**src/rtl/hazard_ctrl_pkg.sv**
```systemverilog
// Shared forwarding codes, pipeline record type and match helpers for hazard_ctrl.
// Latency: n/a (types and pure functions only).
// Backpressure: n/a.
package hazard_ctrl_pkg;

  // Forwarding mux selects. Codes overlap between mux families on purpose:
  // each family decodes only its own subset.
  localparam logic [1:0] FWD_DONT_FWD  = 2'd0;
  localparam logic [1:0] FWD_EREG_TO_D = 2'd1;
  localparam logic [1:0] FWD_MREG_TO_D = 2'd2;
  localparam logic [1:0] FWD_MREG_TO_E = 2'd1;
  localparam logic [1:0] FWD_WREG_TO_E = 2'd2;
  localparam logic [1:0] FWD_WREG_TO_M = 2'd1;

  // Tuse value meaning "this operand is not read".
  localparam logic [1:0] TUSE_NONE = 2'd3;

  // What the hazard unit remembers about one in-flight instruction.
  typedef struct packed {
    logic [4:0] dst;
    logic [1:0] tnew;
    logic [4:0] rs;
    logic [4:0] rt;
    logic       md_start;
    logic       md_is_div;
  } stage_rec_t;

  localparam stage_rec_t REC_EMPTY = '0;

  // Tnew counts down by one per stage and saturates at zero.
  function automatic logic [1:0] tnew_dec(input logic [1:0] t);
    return (t == 2'd0) ? 2'd0 : t - 2'd1;
  endfunction

  // Record as it looks one stage further down the pipe.
  function automatic stage_rec_t age_rec(input stage_rec_t r);
    stage_rec_t a;
    a      = r;
    a.tnew = tnew_dec(r.tnew);
    return a;
  endfunction

  // Register 0 is hard-wired, so it can never be a producer/consumer match.
  function automatic logic reg_hit(input logic [4:0] idx, input logic [4:0] dst);
    return (idx != 5'd0) && (idx == dst);
  endfunction

  // A D-stage operand must wait when a producer in E or M cannot deliver
  // its value by the time D actually consumes it.
  function automatic logic src_stall(input logic [4:0] idx, input logic [1:0] tuse,
                                     input stage_rec_t e, input stage_rec_t m);
    if (tuse == TUSE_NONE) return 1'b0;
    return (reg_hit(idx, e.dst) && (tuse < e.tnew)) ||
           (reg_hit(idx, m.dst) && (tuse < m.tnew));
  endfunction

  // D-stage operand source; the nearest ready producer wins. W is not
  // listed because the register file writes through in the same cycle.
  function automatic logic [1:0] d_fwd_sel(input logic [4:0] idx,
                                           input stage_rec_t e, input stage_rec_t m);
    if (reg_hit(idx, e.dst) && (e.tnew == 2'd0)) return FWD_EREG_TO_D;
    if (reg_hit(idx, m.dst) && (m.tnew == 2'd0)) return FWD_MREG_TO_D;
    return FWD_DONT_FWD;
  endfunction

  // E-stage operand source, M preferred over W.
  function automatic logic [1:0] e_fwd_sel(input logic [4:0] idx,
                                           input stage_rec_t m, input stage_rec_t w);
    if (reg_hit(idx, m.dst) && (m.tnew == 2'd0)) return FWD_MREG_TO_E;
    if (reg_hit(idx, w.dst))                     return FWD_WREG_TO_E;
    return FWD_DONT_FWD;
  endfunction

  // M-stage store data can only be late relative to W.
  function automatic logic [1:0] m_fwd_sel(input logic [4:0] idx, input stage_rec_t w);
    return reg_hit(idx, w.dst) ? FWD_WREG_TO_M : FWD_DONT_FWD;
  endfunction

endpackage

```
**src/rtl/hazard_ctrl_md_busy_counter.sv**
```systemverilog
// Multiply/divide busy timer: loads the unit's run length when an md op sits in E.
// Latency: busy asserts the cycle after start and stays for MULT_CYCLES/DIV_CYCLES cycles.
// Backpressure: none; only reset clears it, a pipeline flush does not stop the md unit.
module md_busy_counter #(
  parameter int MULT_CYCLES = 5,
  parameter int DIV_CYCLES  = 10
) (
  input  logic clk,
  input  logic reset,
  input  logic start,
  input  logic is_div,
  output logic busy
);

  localparam int MAX_CYCLES = (MULT_CYCLES > DIV_CYCLES) ? MULT_CYCLES : DIV_CYCLES;
  localparam int CW         = $clog2(MAX_CYCLES + 1);
  localparam logic [CW-1:0] LOAD_MULT = CW'(MULT_CYCLES);
  localparam logic [CW-1:0] LOAD_DIV  = CW'(DIV_CYCLES);

  logic [CW-1:0] cnt;

  // Load on start, otherwise count down and hold at zero.
  always_ff @(posedge clk) begin
    if (reset) begin
      cnt <= '0;
    end else if (start) begin
      cnt <= is_div ? LOAD_DIV : LOAD_MULT;
    end else if (cnt != '0) begin
      cnt <= cnt - CW'(1);
    end
  end

  assign busy = (cnt != '0);

endmodule

```
**src/rtl/hazard_ctrl.sv**
```systemverilog
// Pipeline hazard unit: forwarding selects for D/E/M muxes and the D-stage stall.
// Latency: outputs are combinational from E/M/W records and current D inputs.
// Backpressure: stall freezes F/D and inserts a bubble into E; M and W keep draining.
module hazard_ctrl
  import hazard_ctrl_pkg::*;
#(
  parameter int MULT_CYCLES = 5,
  parameter int DIV_CYCLES  = 10
) (
  input  logic       clk,
  input  logic       reset,
  input  logic       flush,
  input  logic [4:0] d_rs,
  input  logic [4:0] d_rt,
  input  logic [1:0] d_tuse_rs,
  input  logic [1:0] d_tuse_rt,
  input  logic [4:0] d_dst,
  input  logic [1:0] d_tnew,
  input  logic       d_md_start,
  input  logic       d_md_is_div,
  input  logic       d_md_use,
  output logic       stall,
  output logic [1:0] fwd_d_rs,
  output logic [1:0] fwd_d_rt,
  output logic [1:0] fwd_e_rs,
  output logic [1:0] fwd_e_rt,
  output logic [1:0] fwd_m_rt
);

  stage_rec_t d_rec;
  stage_rec_t e_rec;
  stage_rec_t m_rec;
  stage_rec_t w_rec;

  logic md_busy;
  logic stall_rs;
  logic stall_rt;
  logic stall_md;

  // Fields of the later stages that no consumer reads; kept in the record
  // so every stage has the same shape.
  logic unused_rec_bits;
  assign unused_rec_bits = ^{m_rec.rs, m_rec.md_start, m_rec.md_is_div,
                             w_rec.tnew, w_rec.rs, w_rec.rt,
                             w_rec.md_start, w_rec.md_is_div};

  assign d_rec = '{dst:       d_dst,
                   tnew:      d_tnew,
                   rs:        d_rs,
                   rt:        d_rt,
                   md_start:  d_md_start,
                   md_is_div: d_md_is_div};

  // Advance E->M->W every edge; on stall only E takes a bubble, on flush all clear.
  always_ff @(posedge clk) begin
    if (reset || flush) begin
      e_rec <= REC_EMPTY;
      m_rec <= REC_EMPTY;
      w_rec <= REC_EMPTY;
    end else begin
      e_rec <= stall ? REC_EMPTY : d_rec;
      m_rec <= age_rec(e_rec);
      w_rec <= age_rec(m_rec);
    end
  end

  // The md unit starts from the E stage and keeps running across flushes.
  md_busy_counter #(
    .MULT_CYCLES (MULT_CYCLES),
    .DIV_CYCLES  (DIV_CYCLES)
  ) u_md_busy (
    .clk    (clk),
    .reset  (reset),
    .start  (e_rec.md_start),
    .is_div (e_rec.md_is_div),
    .busy   (md_busy)
  );

  // Stall decision and forwarding selects from the records and D operands.
  always_comb begin
    stall_rs = 1'b0;
    stall_rt = 1'b0;
    stall_md = 1'b0;
    fwd_d_rs = FWD_DONT_FWD;
    fwd_d_rt = FWD_DONT_FWD;
    fwd_e_rs = FWD_DONT_FWD;
    fwd_e_rt = FWD_DONT_FWD;
    fwd_m_rt = FWD_DONT_FWD;

    stall_rs = src_stall(d_rs, d_tuse_rs, e_rec, m_rec);
    stall_rt = src_stall(d_rt, d_tuse_rt, e_rec, m_rec);
    // An md op already in E has not loaded the counter yet, so it blocks too.
    stall_md = d_md_use && (md_busy || e_rec.md_start);

    fwd_d_rs = d_fwd_sel(d_rs, e_rec, m_rec);
    fwd_d_rt = d_fwd_sel(d_rt, e_rec, m_rec);
    fwd_e_rs = e_fwd_sel(e_rec.rs, m_rec, w_rec);
    fwd_e_rt = e_fwd_sel(e_rec.rt, m_rec, w_rec);
    fwd_m_rt = m_fwd_sel(m_rec.rt, w_rec);
  end

  assign stall = stall_rs | stall_rt | stall_md;

endmodule
```
**config.mk**
```make
export PLATFORM = sky130hd
export DESIGN_NAME = hazard_ctrl
export DESIGN_NICKNAME = d
export VERILOG_FILES = /design/src/rtl/hazard_ctrl_pkg.sv /design/src/rtl/hazard_ctrl_md_busy_counter.sv /design/src/rtl/hazard_ctrl.sv
export SDC_FILE = /design/constraint.sdc
export NUM_CORES = 1
export LEC_CHECK = 0
export CAP_MARGIN = 25
export CORE_ASPECT_RATIO = 1.25
export CORE_MARGIN = 10
export CORE_UTILIZATION = 55
export DETAILED_ROUTE_END_ITERATION = 16
export DONT_BUFFER_PORTS = 1
export GPL_TIMING_DRIVEN = 0
export HOLD_SLACK_MARGIN = 0.1
export PLACE_DENSITY = 0.7
export SYNTH_ARGS = -nofsm -noshare
export SYNTH_HDL_FRONTEND = slang
export SYNTH_SLANG_ARGS = --single-unit
```
**constraint.sdc**
```tcl
create_clock -name clk -period 3.8 [get_ports clk]
set_clock_uncertainty 0.1 [all_clocks]
set_input_delay 0.76 -clock clk [delete_from_list [all_inputs] [get_ports clk]]
set_output_delay 0.76 -clock clk [all_outputs]
set_load 0.02 [all_outputs]
```
==> reports/qor.txt <==
CTS Hold Bufs: 0
CP Capture Type: output pin
Synthesis warning total: 0
Synthesized netlist cell count: 239
Sequential Power Share: 41.0%
CP required: 2.94 ns
Syn Nets: 273
Cell area after synthesis: 0.00211 sq mm
Post-CTS setup buffer count: 0
Logic pwr share: 29.0%
Layout Nets: 284
Dpl cell area: 0.00217 sq mm
Total leakage power: 1.03 nW
CTS tree: done
Vias in the first global route: 1725
Die area: 0.00672 sq mm
Worst-skew pair later-pin latency: 0.29 ns
GRT Total Usage: 15.7%
Post-CTS Resized: 0
Post-route setup TNS: 0 ns
Yosys reg bits: 40
Post-route DRC: 0
Ant. Diodes: 0
Switching Fraction: 30.9%
Hold Path Cell Cnt: 1
Gpl congestion: 0.859
VDD IR max: 0.378 mV
Worst-Margin Slew: 0.998 ns
Post-route ant nets: 0
Distinct cells, synth: 33
Initial DRC Count: 53
DIE WIDTH: 75.3 um
Final Hold Vio Count: 0
Worst-path clk slew: 0.08 ns
Max-Cap Viols: 0
Total congestion overflow: 0
Final min period: 3.06 ns
CP max FO: 4
Post-Route WL: 4850 um
Status: completed
HPWL reported at the end of detailed placement: 3840 um
CTS Buffer Depth: 2
Die height: 89.2 um
R2R cell count: 7
Num CTS Buffers: 5
Total power: 1.21 mW
Dominant cells by area after synthesis: dfxtp_1 (38%), xor2_1 (14%), nor3_1 (6.9%), xnor2_1 (5.4%), and2_1 (4.2%)
Pre-antenna DRT Iters: 4
Row count: 25
Switching power total: 0.372 mW
Initial Util: 56.1%
Layout area overhead: 8.97%
Syn avg cell area: 8.81 sq um
Min-Delay Path Class: flip-flop to flip-flop
Final count of negative-setup-slack endpoints: 0
Yosys top cell area share: 38.0%
Arr. time, crit path: 2.20 ns
Initial antenna violation count: 0
Tcrit/Tclk final: 80.4%
TritonCTS Sinks: 40
Root buf cell: clkbuf_8
Unrepaired setup endpoints after global routing: no
Max Clock Freq: 0.327 GHz
Largest net degree at the start of global routing: 14
Hold_ws: 0.379 ns
# IOs: 38
Sequential element share of the synthesized area: 38.0%
Clock power frac: 30.0%
Flop2flop setup slack: 2.00 ns
Detail-routed via count per cell: 5.62
Pwr Density: 525 mW/mm^2
Relative slew slack: 32.9%
CP startpoint kind: flip-flop
Layout cells sized above 1: 11.2%
Htree depth: 2
PortBufs: 0
Internal power: 0.833 mW
Crit Path Category: flip-flop to output pin
Cell accounting for the most synthesized area: dfxtp_1
End-of-flow core utilization: 61.1%
Max-slew violation count: 0
Routed via count: 1634
Final Cell Area: 0.00229 sq mm
Drt wl/cell: 16.7 um
First-pass GRT wire length: 7950 um
Core Box Area: 0.00375 sq mm
sequential cells by signal (all words and copies together) (netlist names):
| name | count |
|---|---|
| e_rec | 19 |
| m_rec | 12 |
| u_md_busy.cnt | 4 |
| w_rec | 5 |
layer usage:
metal	vias up	routed length (um)	global-route usage, %
li1	829	-	-
met1	769	1780	14.4
met2	29	2680	30.1
met3	7	324	5.89
met4	0	66	5.58
met5	-	0	0
stage by stage:
step | std cells | worst slack, ns
CTS | 291 | 0.702
finish | 291 | 0.743
detailed placement | 283 | 0.736
global route | 291 | 0.624
global placement | 279 | 0.737
floorplan | 239 | 0.948
synth_stat cells (all sizes together):
| cell type | instances |
|---|---|
| or4 | 4 |
| nand2 | 23 |
| xor2 | 34 |
| a22oi | 1 |
| nor3 | 30 |
| inv | 5 |
| nor2b | 5 |
| nor2 | 15 |
| o22ai | 4 |
| xnor2 | 13 |
| conb | 1 |
| dfxtp | 40 |
| nand2b | 2 |
| o211ai | 1 |
| and2 | 15 |
| nand4 | 8 |
| clkbuf | 3 |
| o21a | 1 |
| or2 | 1 |
| and4 | 2 |
| a211oi | 1 |
| ha | 7 |
| o21ai | 1 |
| or3b | 1 |
| buf | 10 |
| nor4 | 8 |
| a21oi | 3 |
placed cells by master, fill, tap and decap left out, types with 2 or more instances in the layout:
master    netlist  final
inv_1           5      5
o22ai_1         4      4
or4_1           4      4
xor2_1         34     34
dfxtp_1        40     40
buf_1           0      2
buf_2           6      8
nand2b_1        2      2
nand2_1        23     23
ha_1            7      7
nor2b_1         5      5
nor2_1         14     14
and2_1         14     14
nor4_1          6      6
and4_1          2      2
nor4_2          2      2
buf_6           3      3
clkbuf_1        3      3
xnor2_1        13     13
a21oi_1         3      3
nor3_1         29     29
nand4_1         8      8
clkbuf_8        0      6
path summary, 6_finish.rpt:
path	endpoint	from
setup / recovery	fwd_e_rt[1]	e_rec[4]
setup reg to reg	e_rec[11]	u_md_busy.cnt[0]
hold reg to reg	m_rec[12]	e_rec[12]
hold / removal	m_rec[12]	e_rec[12]
power by group through the flow:
stage          combinational (mW)  sequential [mW]  clock, mW
2_1_floorplan               0.289            0.494          0
3_3_place_gp                0.331            0.504          0
3_5_place_dp                0.349            0.504          0
4_1_cts                     0.355            0.494      0.369
5_1_grt                     0.398            0.500      0.388
6_report                    0.349            0.494      0.362
area by class of cell:
cell class	count	area, sq um
Fill cell	359	1460
Clock inverter	2	38.8
Timing Repair Buffer	4	17.5
Clock buffer	6	82.6
Buffer	13	82.6
Tap cell	40	50.0
Sequential cell	40	801
Multi-Input combinational cell	181	1200
Inverter	5	18.8
cell families (layout without fill, tap and decap cells):
family          count (synthesis)  in the layout  share of synthesized area (%)
buf+inv                        18             30                           4.81
simple gates                  114            114                           29.3
fa+ha+maj                       7              7                           4.16
compound gates                 12             12                           3.98
xor+xnor                       47             47                           19.5
flops                          40             40                           38.0
other cells                     1              1                          0.178
critical path: stages, from the launching register on:
cell and delay, ns:
dfxtp_1 0.36, or4_1 0.53, nor2_2 0.11, nor4_1 0.06, buf_2 0.17, buf_1 0.11
nor4_2 0.55
(Power assumes the default switching activity.)
